===== config.mk =====
export PLATFORM = sky130hd
export DESIGN_NAME = seg7_scanner
export DESIGN_NICKNAME = d
export VERILOG_FILES = /design/src/rtl/seg7_scanner.sv
export SDC_FILE = /design/constraint.sdc
export NUM_CORES = 1
export LEC_CHECK = 0
export ABC_AREA = 1
export ABC_CLOCK_PERIOD_IN_PS = 6800
export CAP_MARGIN = 15
export CORE_UTILIZATION = 59
export DETAILED_ROUTE_END_ITERATION = 10
export PLACE_DENSITY_LB_ADDON = 0.08
export SYNTH_ARGS = -nofsm -noshare
export SYNTH_HDL_FRONTEND = slang
export SYNTH_SLANG_ARGS = --single-unit

===== constraint.sdc =====
create_clock -name CLK -period 6.8 [get_ports CLK]
set_clock_uncertainty 0.15 [all_clocks]
set_input_delay 1.02 -clock CLK [delete_from_list [all_inputs] [get_ports CLK]]
set_output_delay 1.02 -clock CLK [all_outputs]
set_load 0.01 [all_outputs]

===== src/rtl/seg7_scanner.sv =====
// -----------------------------------------------------------------------------
// seg7_scanner
//
// Display stage for the 4-digit multiplexed seven-segment display. It shows
// one 16-bit half of the ALU result as four hex digits. The ZF and OF flags and
// the selected half are shown on the decimal points. Digits are lit one at a
// time. An all-off blank gap between digits suppresses ghosting. A snapshot
// register lets the shown value be frozen.
//
// Ports
//   CLK    in   1   system clock, all state changes on the rising edge
//   RST    in   1   asynchronous active-low reset
//   value  in  32   ALU result to display
//   zf     in   1   ALU zero flag      (decimal point of digit 0)
//   of     in   1   ALU overflow flag  (decimal point of digit 1)
//   half   in   1   0 = show value[15:0], 1 = show value[31:16] (dp of digit 3)
//   hold   in   1   1 = freeze the snapshot of {value, zf, of, half}
//   AN     out  4   digit anodes, active-low, AN[0] = rightmost digit
//   SEG    out  8   segment cathodes, active-low, SEG[6:0] = g..a, SEG[7] = dp
//
// Parameters
//   REFRESH_DIV   clock cycles each digit stays lit (>= 1)
//   BLANK_CYCLES  clock cycles with all anodes off between digits (0 = no gap)
// -----------------------------------------------------------------------------
module seg7_scanner #(
  parameter int REFRESH_DIV  = 100000,
  parameter int BLANK_CYCLES = 16
) (
  input  logic        CLK,
  input  logic        RST,
  input  logic [31:0] value,
  input  logic        zf,
  input  logic        of,
  input  logic        half,
  input  logic        hold,
  output logic [3:0]  AN,
  output logic [7:0]  SEG
);

  // Counter widths: $clog2 of the parameter, never narrower than one bit.
  localparam int PW      = (REFRESH_DIV > 1) ? $clog2(REFRESH_DIV) : 1;
  localparam int BW      = (BLANK_CYCLES > 1) ? $clog2(BLANK_CYCLES) : 1;
  localparam int BLK_MAX = (BLANK_CYCLES > 0) ? BLANK_CYCLES - 1 : 0;

  localparam logic [PW-1:0] PRE_LAST = PW'(REFRESH_DIV - 1);
  localparam logic [BW-1:0] BLK_LAST = BW'(BLK_MAX);

  typedef enum logic {
    ST_BLANK = 1'b0,
    ST_SHOW  = 1'b1
  } state_t;

  state_t        state_q, state_d;
  logic [1:0]    digit_q, digit_d;
  logic [PW-1:0] pre_q,   pre_d;
  logic [BW-1:0] blk_q,   blk_d;

  logic [31:0]   snap_value_q;
  logic          snap_zf_q, snap_of_q, snap_half_q;

  logic [3:0]    an_q, an_d;
  logic [7:0]    seg_q, seg_d;

  logic [15:0]   half_word;
  logic [3:0]    nibble;
  logic          dp;

  // Active-low hex glyphs, bit 0 = segment a.
  function automatic logic [6:0] hex7(input logic [3:0] n);
    logic [6:0] p;
    case (n)
      4'h0: p = 7'h40;
      4'h1: p = 7'h79;
      4'h2: p = 7'h24;
      4'h3: p = 7'h30;
      4'h4: p = 7'h19;
      4'h5: p = 7'h12;
      4'h6: p = 7'h02;
      4'h7: p = 7'h78;
      4'h8: p = 7'h00;
      4'h9: p = 7'h10;
      4'hA: p = 7'h08;
      4'hB: p = 7'h03;
      4'hC: p = 7'h46;
      4'hD: p = 7'h21;
      4'hE: p = 7'h06;
      default: p = 7'h0E;
    endcase
    return p;
  endfunction

  // Snapshot: the display only ever renders from these registers.
  always_ff @(posedge CLK or negedge RST) begin
    if (!RST) begin
      snap_value_q <= '0;
      snap_zf_q    <= 1'b0;
      snap_of_q    <= 1'b0;
      snap_half_q  <= 1'b0;
    end else if (!hold) begin
      snap_value_q <= value;
      snap_zf_q    <= zf;
      snap_of_q    <= of;
      snap_half_q  <= half;
    end
  end

  // Scan sequencer next state.
  always_comb begin
    state_d = state_q;
    digit_d = digit_q;
    pre_d   = pre_q;
    blk_d   = blk_q;
    case (state_q)
      ST_BLANK: begin
        if (blk_q == BLK_LAST) begin
          blk_d   = '0;
          pre_d   = '0;
          state_d = ST_SHOW;
        end else begin
          blk_d = blk_q + 1'b1;
        end
      end
      default: begin
        if (pre_q == PRE_LAST) begin
          pre_d   = '0;
          blk_d   = '0;
          digit_d = digit_q + 2'd1;
          // With no blank gap the next digit is shown straight away.
          state_d = (BLANK_CYCLES == 0) ? ST_SHOW : ST_BLANK;
        end else begin
          pre_d = pre_q + 1'b1;
        end
      end
    endcase
  end

  // Output decode. It is driven from the next state so that AN/SEG change on
  // the same edge as the state. The glyph comes from the registered snapshot,
  // so a snapshot change appears one edge after it has been loaded.
  always_comb begin
    half_word = snap_half_q ? snap_value_q[31:16] : snap_value_q[15:0];
    nibble    = half_word[{digit_d, 2'b00} +: 4];
    case (digit_d)
      2'd0:    dp = ~snap_zf_q;
      2'd1:    dp = ~snap_of_q;
      2'd2:    dp = 1'b1;
      default: dp = ~snap_half_q;
    endcase
    an_d  = 4'hF;
    seg_d = 8'hFF;
    if (state_d == ST_SHOW) begin
      an_d  = ~(4'b0001 << digit_d);
      seg_d = {dp, hex7(nibble)};
    end
  end

  always_ff @(posedge CLK or negedge RST) begin
    if (!RST) begin
      state_q <= ST_BLANK;
      digit_q <= 2'd0;
      pre_q   <= '0;
      blk_q   <= '0;
      an_q    <= 4'hF;
      seg_q   <= 8'hFF;
    end else begin
      state_q <= state_d;
      digit_q <= digit_d;
      pre_q   <= pre_d;
      blk_q   <= blk_d;
      an_q    <= an_d;
      seg_q   <= seg_d;
    end
  end

  assign AN  = an_q;
  assign SEG = seg_q;

endmodule


==> metrics.md, run 1 <==
| Metric | Value |
|---|---|
| Status | complete, no violations |
| Final wirelength | 7026 um |
| CTS tree | yes |
| P per Cell Area | between 200 and 250 nW/um^2 |
| Worst path cell trace | ha_1 > nand3_1 > nor3_2 > nand4_2 > nor2_4 > inv_1 > nand2_2 > nand2_1 > nand2_1 > inv_1 > ha_1 > nand3_1 > nand2_1 > inv_1 > nand2_1 |
| Met3 wire len | roughly 280 um |
| Clk root buf | clkbuf_8 |
| WP data arrival | 3.00 ns |
| Fillers | 462 |
| Worst slew margin | 42.33% |
| Post-CTS resize count | 0 |
| M1 wire length | 3275 um |
| Stages on the worst setup path | 15 |
| Crit path capture type | register |
| Critical Path Slowest Stage Cell | dfrtp_1 |
| Die W | just over 80 um |
| Worst Max-Slew Pin Slew | ~0.87 ns |
| First-pass GRT wire length | 12240 um |
| Post-Syn Instances | about 400 |
| Die Area | approximately 6500 um^2 |
| Top cell by count, worst path | nand2_1 |
| Vias in the first global route | ~2.7k |
| Post-CTS Setup Inserts | 0 |
| Initial Util | between 60% and 70% |
| Multi-input logic area | 1642 um^2 |
| TritonCTS Buffers | 9 |
| Slowest cell delay on critical path | about 0.38 ns |
| R2R cell count | 15 |
| Delay-heaviest family, CP | simple AND/OR/NAND/NOR gates |
| Max-cap violations | 0 |
| Remaining antenna violation count after routing | 0 |
| FMAX | between 300 and 400 MHz |
| YS warnings | 0 |
| FF-to-FF End | SEG[1] |
| # clock sinks | 71 |
| Highest metal layer with signal wires | met4 |
| FP Rows | 28 |
| Final Max Tran Viols | 0 |
| Core Footprint | about 6000 um^2 |
| CP Launch Type | register |
| Critical path startpoint | pre_q[0] |
| NumNets Final | 493 |
| Most frequent cells in the layout | nand2_1 (106), dfrtp_1 (59), clkdlybuf4s50_1 (48) |
| Initial antenna violation count | 0 |
| FF+latch count, synth | just over 70 |
| All-Layer GR Usage | 25.47% |
| Synth cell types | 33 |
| Largest fanout on the critical path | 11 |
| CP Buf/Inv Count | 3 |
| Clock Path Buffers | 2 |
| Req. time, crit path | just under 7 ns |
| Fraction of layout instances using a drive strength above 1 | roughly 17% |
| Most common cell after layout, fill and taps aside | nand2_1 |
| Reg2reg start | pre_q[0] |
| Pin count of the biggest net entering global routing | 72 |
| Total gr overflow | 0 |
| Register area | 1792 um^2 |
| CTS H-tree lvls | 3 |
| Area growth syn-to-layout | 18.90% |
| Antenna diodes | 0 |
| Yosys top cell by area | dfrtp_1 |
| Hold buffer count at CTS | 0 |
| Mean area per synthesized cell | 9.175 um^2 |
| Worst ir drop on vdd | 0.1694 mV |
| DIE HEIGHT | around 80 um |
| Seq/Total Area, Yosys | about half |
| Worst hold path class | reg2reg |
| Worst-skew pair later-pin latency | 0.35 ns |
| Drt drc | 0 |
| Final hold violations | 0 |
| Setup slack, reg-to-reg | 3.92 ns |
| Final TNS setup | 0 ns |
| Via density | 5.300 |
| DR WL/cell | 13.36 um |
| Syn Std Cell Area | 3633 um^2 |
| Worst setup path end | SEG[1] |
| Area fraction of the dominant cell type after synthesis | between 40% and 50% |
| Worst-path clk slew | about 0.070 ns |
| Post-DP HPWL | between 5000 and 6000 um |
| Leak | 2.000 nW |
| Setup violations, final | 0 |
| Gpl congestion | about 0.83 |
| Post-Syn Nets | 443 |
| Total iterations of the first detailed-routing run | 4 |
| Period minus WS final | approximately 2.9 ns |
| RSZ-0062 raised after global routing | false |
| Area contributors post-synth | dfrtp_1 (41%), nand2_1 (11%), mux2_2 (11%) |
| Fin crit share | between 40% and 50% |
| Port bufs | slightly below 50 |
| Routed vias | 2788 |
| Critical path type | reg2reg |
| 1st-iter DRT viols | 105 |
| Fin util | approximately 73% |
| Num ports | 50 |
| WL met2 | about 3300 um |
-- cell usage after synthesis (all sizes together) --
cell	n
a31oi	2
nor2	33
dfrtp	59
a22o	2
dfstp	12
mux2i	4
a21oi	7
clkbuf	7
buf	5
nand3	32
nand4	5
ha	9
o21ai	9
mux2	34
o22ai	9
nor3	8
clkinv	1
xor2	5
nor4	1
xnor2	1
inv	34
nand2	115
o2111ai	1
nor3b	1
-- metrics by stage --
stage	instances	instance area, um^2	setup slack [ns]	hold WS, ns	power (mW)
floorplan	396	3633	4.350	0.2935	0.5693
global placement	510	4159	4.014	0.3281	0.6331
detailed placement	510	4159	3.948	0.3424	0.6381
CTS	526	4320	3.933	0.3588	0.9284
global route	526	4320	3.639	0.3666	0.9730
finish	526	4320	3.924	0.3578	0.9190
-- cells by family after synthesis --
group | after synthesis | share of synthesized area (%)
xor+xnor | 6 | 1.446
buf+inv | 47 | 5.510
compound gates | 30 | 4.821
flops | 71 | 49.31
simple gates | 195 | 24.17
fa+ha+maj | 9 | 3.099
mux | 38 | 11.64
-- layer usage --
layer / up-vias / global-route usage, %
li1: 1394 / -
met1: 1312 / 32.59
met2: 66 / 39.83
met3: 16 / 7.841
met4: 0 / 10.89
met5: - / 0
-- worst min-delay path by stage --
stage                           from                to  slack (ns)  depth (start not counted)
floorplan                  snap_of_q            SEG[7]        0.29                          1
global placement           snap_of_q            SEG[7]        0.33                          1
detailed placement   snap_value_q[3]   snap_value_q[3]        0.34                          1
CTS                 snap_value_q[29]  snap_value_q[29]        0.36                          1
global route        snap_value_q[29]  snap_value_q[29]        0.37                          1
finish               snap_value_q[5]   snap_value_q[5]        0.36                          1
-- power breakdown --
group | total (mW) | internal [mW] | switching, mW
Sequential | 0.477 | 0.461 | 0.0158
Clock | 0.290 | 0.143 | 0.147
Combinational | 0.152 | 0.0788 | 0.0737
Total | 0.919 | 0.682 | 0.237
-- flip-flops by register name, indices dropped and copies added, names as in the netlist, 2 cells and up --
signal	flops
AN	4
pre_q	17
blk_q	4
snap_value_q	32
digit_q	2
SEG	8
-- area by class of cell --
| class | instances | area share, % |
|---|---|---|
| repair buffers | 51 | 11.58 |
| inverters | 35 | 3.041 |
| clock inverters | 1 | 0.1158 |
| multi-input cells | 278 | 38.00 |
| flip-flops and latches | 71 | 41.47 |
| clock buffers | 15 | 3.620 |
| well taps | 75 | 2.172 |
Power figures use the tool's default switching activity.
==> inputs of run 2 (changes only) <==
--- a/config.mk
+++ b/config.mk
@@ -6,9 +6,9 @@
 export NUM_CORES = 1
 export LEC_CHECK = 0
 export ABC_AREA = 1
-export ABC_CLOCK_PERIOD_IN_PS = 6800
+export ABC_CLOCK_PERIOD_IN_PS = 2800
 export CAP_MARGIN = 15
-export CORE_UTILIZATION = 59
+export CORE_UTILIZATION = 55
 export DETAILED_ROUTE_END_ITERATION = 10
 export PLACE_DENSITY_LB_ADDON = 0.08
 export SYNTH_ARGS = -nofsm -noshare
==> constraint.sdc (replaced) <==
create_clock -name CLK -period 2.8 [get_ports CLK]
set_clock_uncertainty 0.15 [all_clocks]
set_input_delay 0.42 -clock CLK [delete_from_list [all_inputs] [get_ports CLK]]
set_output_delay 0.42 -clock CLK [all_outputs]
set_load 0.01 [all_outputs]
==> metrics.md, run 2 (synthesis results as in run 1) <==
| Metric | Value |
|---|---|
| Drt drc | 0 |
| Worst Max-Slew Pin Slew | around 0.85 ns |
| P per Cell Area | between 500 and 600 nW/um^2 |
| DP Cell Count | just over 500 |
| Die Area | ~6900 um^2 |
| Biggest register | snap_value_q |
| All-Layer GR Usage | between 20% and 30% |
| Setup violations, final | 0 |
| Setup slack, reg-to-reg | about 0.19 ns |
| Period minus WS final | approximately 2.6 ns |
| CTS tree | yes |
| Via density | 5.295 |
| Total iterations of the first detailed-routing run | 5 |
| Initial Util | 57.22% |
| Pwr Total | about 2.2 mW |
| Pin count of the biggest net entering global routing | 72 |
| Final wirelength | around 7000 um |
| Fin crit share | around 93% |
| Worst hold path class | in2async |
| Fillers | ~500 |
| Most common cell after layout, fill and taps aside | nand2_1 |
| FMAX | 382.8 MHz |
| Final hold violations | 0 |
| Core Footprint | around 6300 um^2 |
| Initial antenna violation count | 0 |
| Fraction of layout instances using a drive strength above 1 | a little under a fifth |
| TritonCTS Buffers | 9 |
| Worst ir drop on vdd | approximately 0.34 mV |
| Worst-skew pair later-pin latency | 0.34 ns |
| Final TNS setup | 0 ns |
| Reg2reg start | pre_q[12] |
| 1st-iter DRT viols | between 100 and 150 |
| Antenna diodes | 0 |
| Total gr overflow | 0 |
| Finished Layout Cells | around 530 |
| Port bufs | 49 |
| First-pass GRT wire length | between 10000 and 15000 um |
| DR WL/cell | approximately 13 um |
| Status | complete, no violations |
| CTS H-tree lvls | 3 |
| Remaining antenna violation count after routing | 0 |
| Num ports | 50 |
| Post-DP HPWL | just over 5000 um |
| Max reg flops | 32 |
| Hold buffer count at CTS | 0 |
| Critical path type | reg2reg |
| Critical path startpoint | pre_q[12] |
| Clock Path Buffers | 2 |
| Largest fanout on the critical path | 8 |
| Routed vias | 2822 |
| FP Rows | 29 |
| Req. time, crit path | around 2.9 ns |
| Max-cap violations | 0 |
| Most frequent cells in the layout | nand2_1 (105), dfrtp_1 (59), clkdlybuf4s50_1 (48) |
| Worst slew margin | roughly 43% |
| Vias in the first global route | about 2.8k |
| Crit path capture type | register |
| Area growth syn-to-layout | 20.97% |
| # clock sinks | 71 |
| Leak | between 2 and 2.5 nW |
| Gpl congestion | approximately 0.87 |
| CP Launch Type | register |
| Final Max Tran Viols | 0 |
| NumNets Final | roughly 500 |
| WP data arrival | about 2.7 ns |
| Clk root buf | clkbuf_8 |
| Worst-path clk slew | about 0.080 ns |
| DIE HEIGHT | roughly 83 um |
| Die W | between 80 and 90 um |
run 2: worst paths after layout:
path | end | cells past startpoint
min | pre_q[10] | 2
max | SEG[1] | 15
max in group asynchronous | snap_value_q[22] | 2
min reg2reg | SEG[7] | 1
max reg2reg | SEG[1] | 15
min in group CLK | SEG[7] | 1
run 2: stage by stage:
step	utilization, %	cell area [um^2]	worst slack (ns)	hold slack, ns
after CTS	68.71	4363	0.06894	0.1597
final	69.22	4395	0.1878	0.1238
after floorplan	-	3633	0.3498	-0.02559
after global placement	66.13	4199	0.2103	0.3374
after global routing	69.22	4395	-0.01084	0.2040
after detailed placement	66.13	4199	0.09575	0.3394
run 2: layout make-up:
class,count,area [um^2],area share [%]
flip-flops and latches,71,1792,40.76
multi-input cells,278,1667,37.92
repair buffers,57,545.5,12.41
clock buffers,11,141.4,3.217
inverters,35,131.4,2.989
well taps,77,96.34,2.192
clock inverters,4,22.52,0.5124
run 2: worst max-delay path, cell delays in order (launching register included):
cell and delay, ns:
dfrtp_1 0.43, nor2_1 0.17, nand2_1 0.10, nor3_2 0.25
nand4_4 0.21, buf_4 0.23, nand3_1 0.08, nand2_1 0.06
nand2_1 0.08, nand2_2 0.09, inv_1 0.16, ha_1 0.28
nand3_1 0.09, nand2_1 0.05, inv_1 0.07, nand2_1 0.05
run 2: report_power, final:
part | switching [mW] | internal, mW | leakage [nW]
logic | 0.185 | 0.193 | 1.08
clock network | 0.363 | 0.336 | 0.0850
registers | 0.0315 | 1.12 | 0.855
run 2: what timing repair did:
item                                    4_1_cts  5_1_grt
endpoints found under the hold margin         0        0
endpoints found under the setup margin        0        7
gates resized for setup                       0        5
buffers inserted                              0        1
run 2: per-layer routing:
| metal | wire (um) | global-route usage, % | share of wire, % |
|---|---|---|---|
| met1 | 3349 | 30.28 | 47 |
| met2 | 3325 | 37.11 | 47 |
| met3 | 333 | 4.573 | 4.7 |
| met4 | 135 | 9.875 | 1.9 |
| met5 | 0 | 0 | 0 |
==> inputs of run 3 (changes only) <==
--- a/config.mk
+++ b/config.mk
@@ -6,9 +6,10 @@
 export NUM_CORES = 1
 export LEC_CHECK = 0
 export ABC_AREA = 1
-export ABC_CLOCK_PERIOD_IN_PS = 2800
+export ABC_CLOCK_PERIOD_IN_PS = 3360
 export CAP_MARGIN = 15
-export CORE_UTILIZATION = 55
+export CORE_MARGIN = 2
+export CORE_UTILIZATION = 59
 export DETAILED_ROUTE_END_ITERATION = 10
 export PLACE_DENSITY_LB_ADDON = 0.08
 export SYNTH_ARGS = -nofsm -noshare
==> constraint.sdc (replaced) <==
create_clock -name CLK -period 3.36 [get_ports CLK]
set_clock_uncertainty 0.15 [all_clocks]
set_input_delay 0.504 -clock CLK [delete_from_list [all_inputs] [get_ports CLK]]
set_output_delay 0.504 -clock CLK [all_outputs]
set_load 0.01 [all_outputs]
==> metrics.md, run 3 (synthesis results as in run 1) <==
| Metric | Value |
|---|---|
| Gpl congestion | 0.9092 |
| Initial antenna violation count | 0 |
| Pwr Total | ~2 mW |
| Routed vias | 2855 |
| # clock sinks | 71 |
| RSZ-0062 raised after global routing | false |
| Worst Max-Slew Pin Slew | ~0.8 ns |
| Setup violations, final | 0 |
| Slowest cell delay on critical path | slightly below 0.4 ns |
| Final Max Tran Viols | 0 |
| Hold buffer count at CTS | 0 |
| Vias in the first global route | ~2.9k |
| Crit path capture type | register |
| Largest fanout on the critical path | 11 |
| Max-cap violations | 0 |
| Worst-skew pair later-pin latency | 0.34 ns |
| FMAX | 334.6 MHz |
| Worst path cell trace | ha_1 > nand3_1 > nor3_2 > nand4_2 > nor2_4 > inv_1 > nand2_2 > nand2_1 > nand2_1 > inv_1 > ha_1 > inv_1 > nand3_1 > nand3_1 > nand3_1 |
| Fraction of layout instances using a drive strength above 1 | between 15 and 20% |
| Worst ir drop on vdd | ~0.34 mV |
| Total iterations of the first detailed-routing run | 5 |
| Port bufs | 49 |
| Most frequent cells in the layout | nand2_1 (106), dfrtp_1 (59), clkdlybuf4s50_1 (48) |
| CP Launch Type | register |
| Pin count of the biggest net entering global routing | 38 |
| Clock Path Buffers | 2 |
| NumNets Final | between 400 and 500 |
| Post-CTS Setup Inserts | 0 |
| 1st-iter DRT viols | 95 |
| Most common cell after layout, fill and taps aside | nand2_1 |
| Period minus WS final | between 2 and 3 ns |
| Area growth syn-to-layout | 20.25% |
| Via density | between 5 and 6 |
| DIE HEIGHT | slightly above 80 um |
| Dpl cell area | about 4200 um^2 |
| Worst slew margin | between 40% and 50% |
| Top cell by count, worst path | nand3_1 |
| WP data arrival | about 3.1 ns |
| P per Cell Area | approximately 450 nW/um^2 |
| Num ports | 50 |
| Die Area | between 6000 and 7000 um^2 |
| Fillers | approximately 440 |
| FP Rows | 28 |
| Die W | 82.48 um |
| Delay-heaviest family, CP | simple AND/OR/NAND/NOR gates |
| DR WL/cell | 13.80 um |
| Status | complete, no violations |
| Req. time, crit path | between 3 and 4 ns |
| TritonCTS Buffers | 9 |
| Worst hold path class | in2async |
| First-pass GRT wire length | ~13000 um |
| Critical path type | reg2reg |
| CTS tree | yes |
| All-Layer GR Usage | between 20 and 25% |
| Register area | around 1800 um^2 |
| Final wirelength | 7272 um |
| Final instance area | roughly 4400 um^2 |
| CP Buf/Inv Count | 3 |
| Fin crit share | between 80 and 90% |
| Leak | slightly above 2 nW |
| Antenna diodes | 0 |
| Biggest register | snap_value_q |
| Clk root buf | clkbuf_8 |
| Multi-input logic area | approximately 1600 um^2 |
| Core Footprint | 5921 um^2 |
| CTS H-tree lvls | 3 |
| Worst-path clk slew | approximately 0.080 ns |
| Critical Path Slowest Stage Cell | dfrtp_1 |
| Max reg flops | 32 |
| Final TNS setup | 0 ns |
| Remaining antenna violation count after routing | 0 |
| Post-CTS resize count | 0 |
| Post-DP HPWL | roughly 5200 um |
| Final hold violations | 0 |
| Total gr overflow | 0 |
| Drt drc | 0 |
| Initial Util | 61.37% |
## run 3: final timing paths
kind                       cells past startpoint   endpoint  slack (ns)      start
setup / recovery                              15     SEG[0]        0.37   pre_q[0]
hold / removal                                 1  pre_q[13]        0.08        RST
setup reg to reg                              15     SEG[0]        0.37   pre_q[0]
hold reg to reg                                1     SEG[7]        0.34  snap_of_q
max in group asynchronous                      2     SEG[7]        2.23        RST
min in group CLK                               1     SEG[7]        0.34  snap_of_q
## run 3: worst reg2reg max path: stages (launching register included)
cell and delay, ns:
dfrtp_1 0.39, ha_1 0.18, nand3_1 0.12, nor3_2 0.22, nand4_2 0.37, nor2_4 0.29, inv_1 0.08, nand2_2 0.14
nand2_1 0.08, nand2_1 0.16, inv_1 0.14, ha_1 0.23, inv_1 0.08, nand3_1 0.10, nand3_1 0.09, nand3_1 0.07
## run 3: power breakdown
group / switching (mW) / internal, mW
Clock: 0.312 / 0.360
Combinational: 0.155 / 0.162
Sequential: 0.0264 / 0.932
Total: 0.493 / 1.46
## run 3: per-stage QoR
step           setup WS, ns  std cells  utilization, %  hold WS (ns)
2_1_floorplan        0.9098        396               -       0.05841
3_3_place_gp         0.5800        511           70.58        0.3247
3_5_place_dp         0.4379        511           70.58        0.3204
4_1_cts              0.4015        527           73.80        0.1083
5_1_grt              0.1183        527           73.80        0.1565
6_report             0.3716        527           73.80       0.08344
## run 3: layout make-up
type / instances / share of cell area, %
Clock buffer: 12 / 3.322
Clock inverter: 4 / 1.031
Inverter: 35 / 3.007
Multi-Input combinational cell: 278 / 37.57
Sequential cell: 71 / 41.01
Tap cell: 75 / 2.148
Timing Repair Buffer: 52 / 11.91
## run 3: routing by layer
metal | vias to the layer above | GRT usage (%) | part of all wire, % | wire (um)
met5 | - | 0 | 0 | 0
met3 | 18 | 4.565 | 4.3 | 316
met4 | 0 | 12.17 | 2.5 | 182
met1 | 1358 | 30.25 | 43 | 3105
met2 | 82 | 41.69 | 50 | 3667
li1 | 1397 | - | - | -
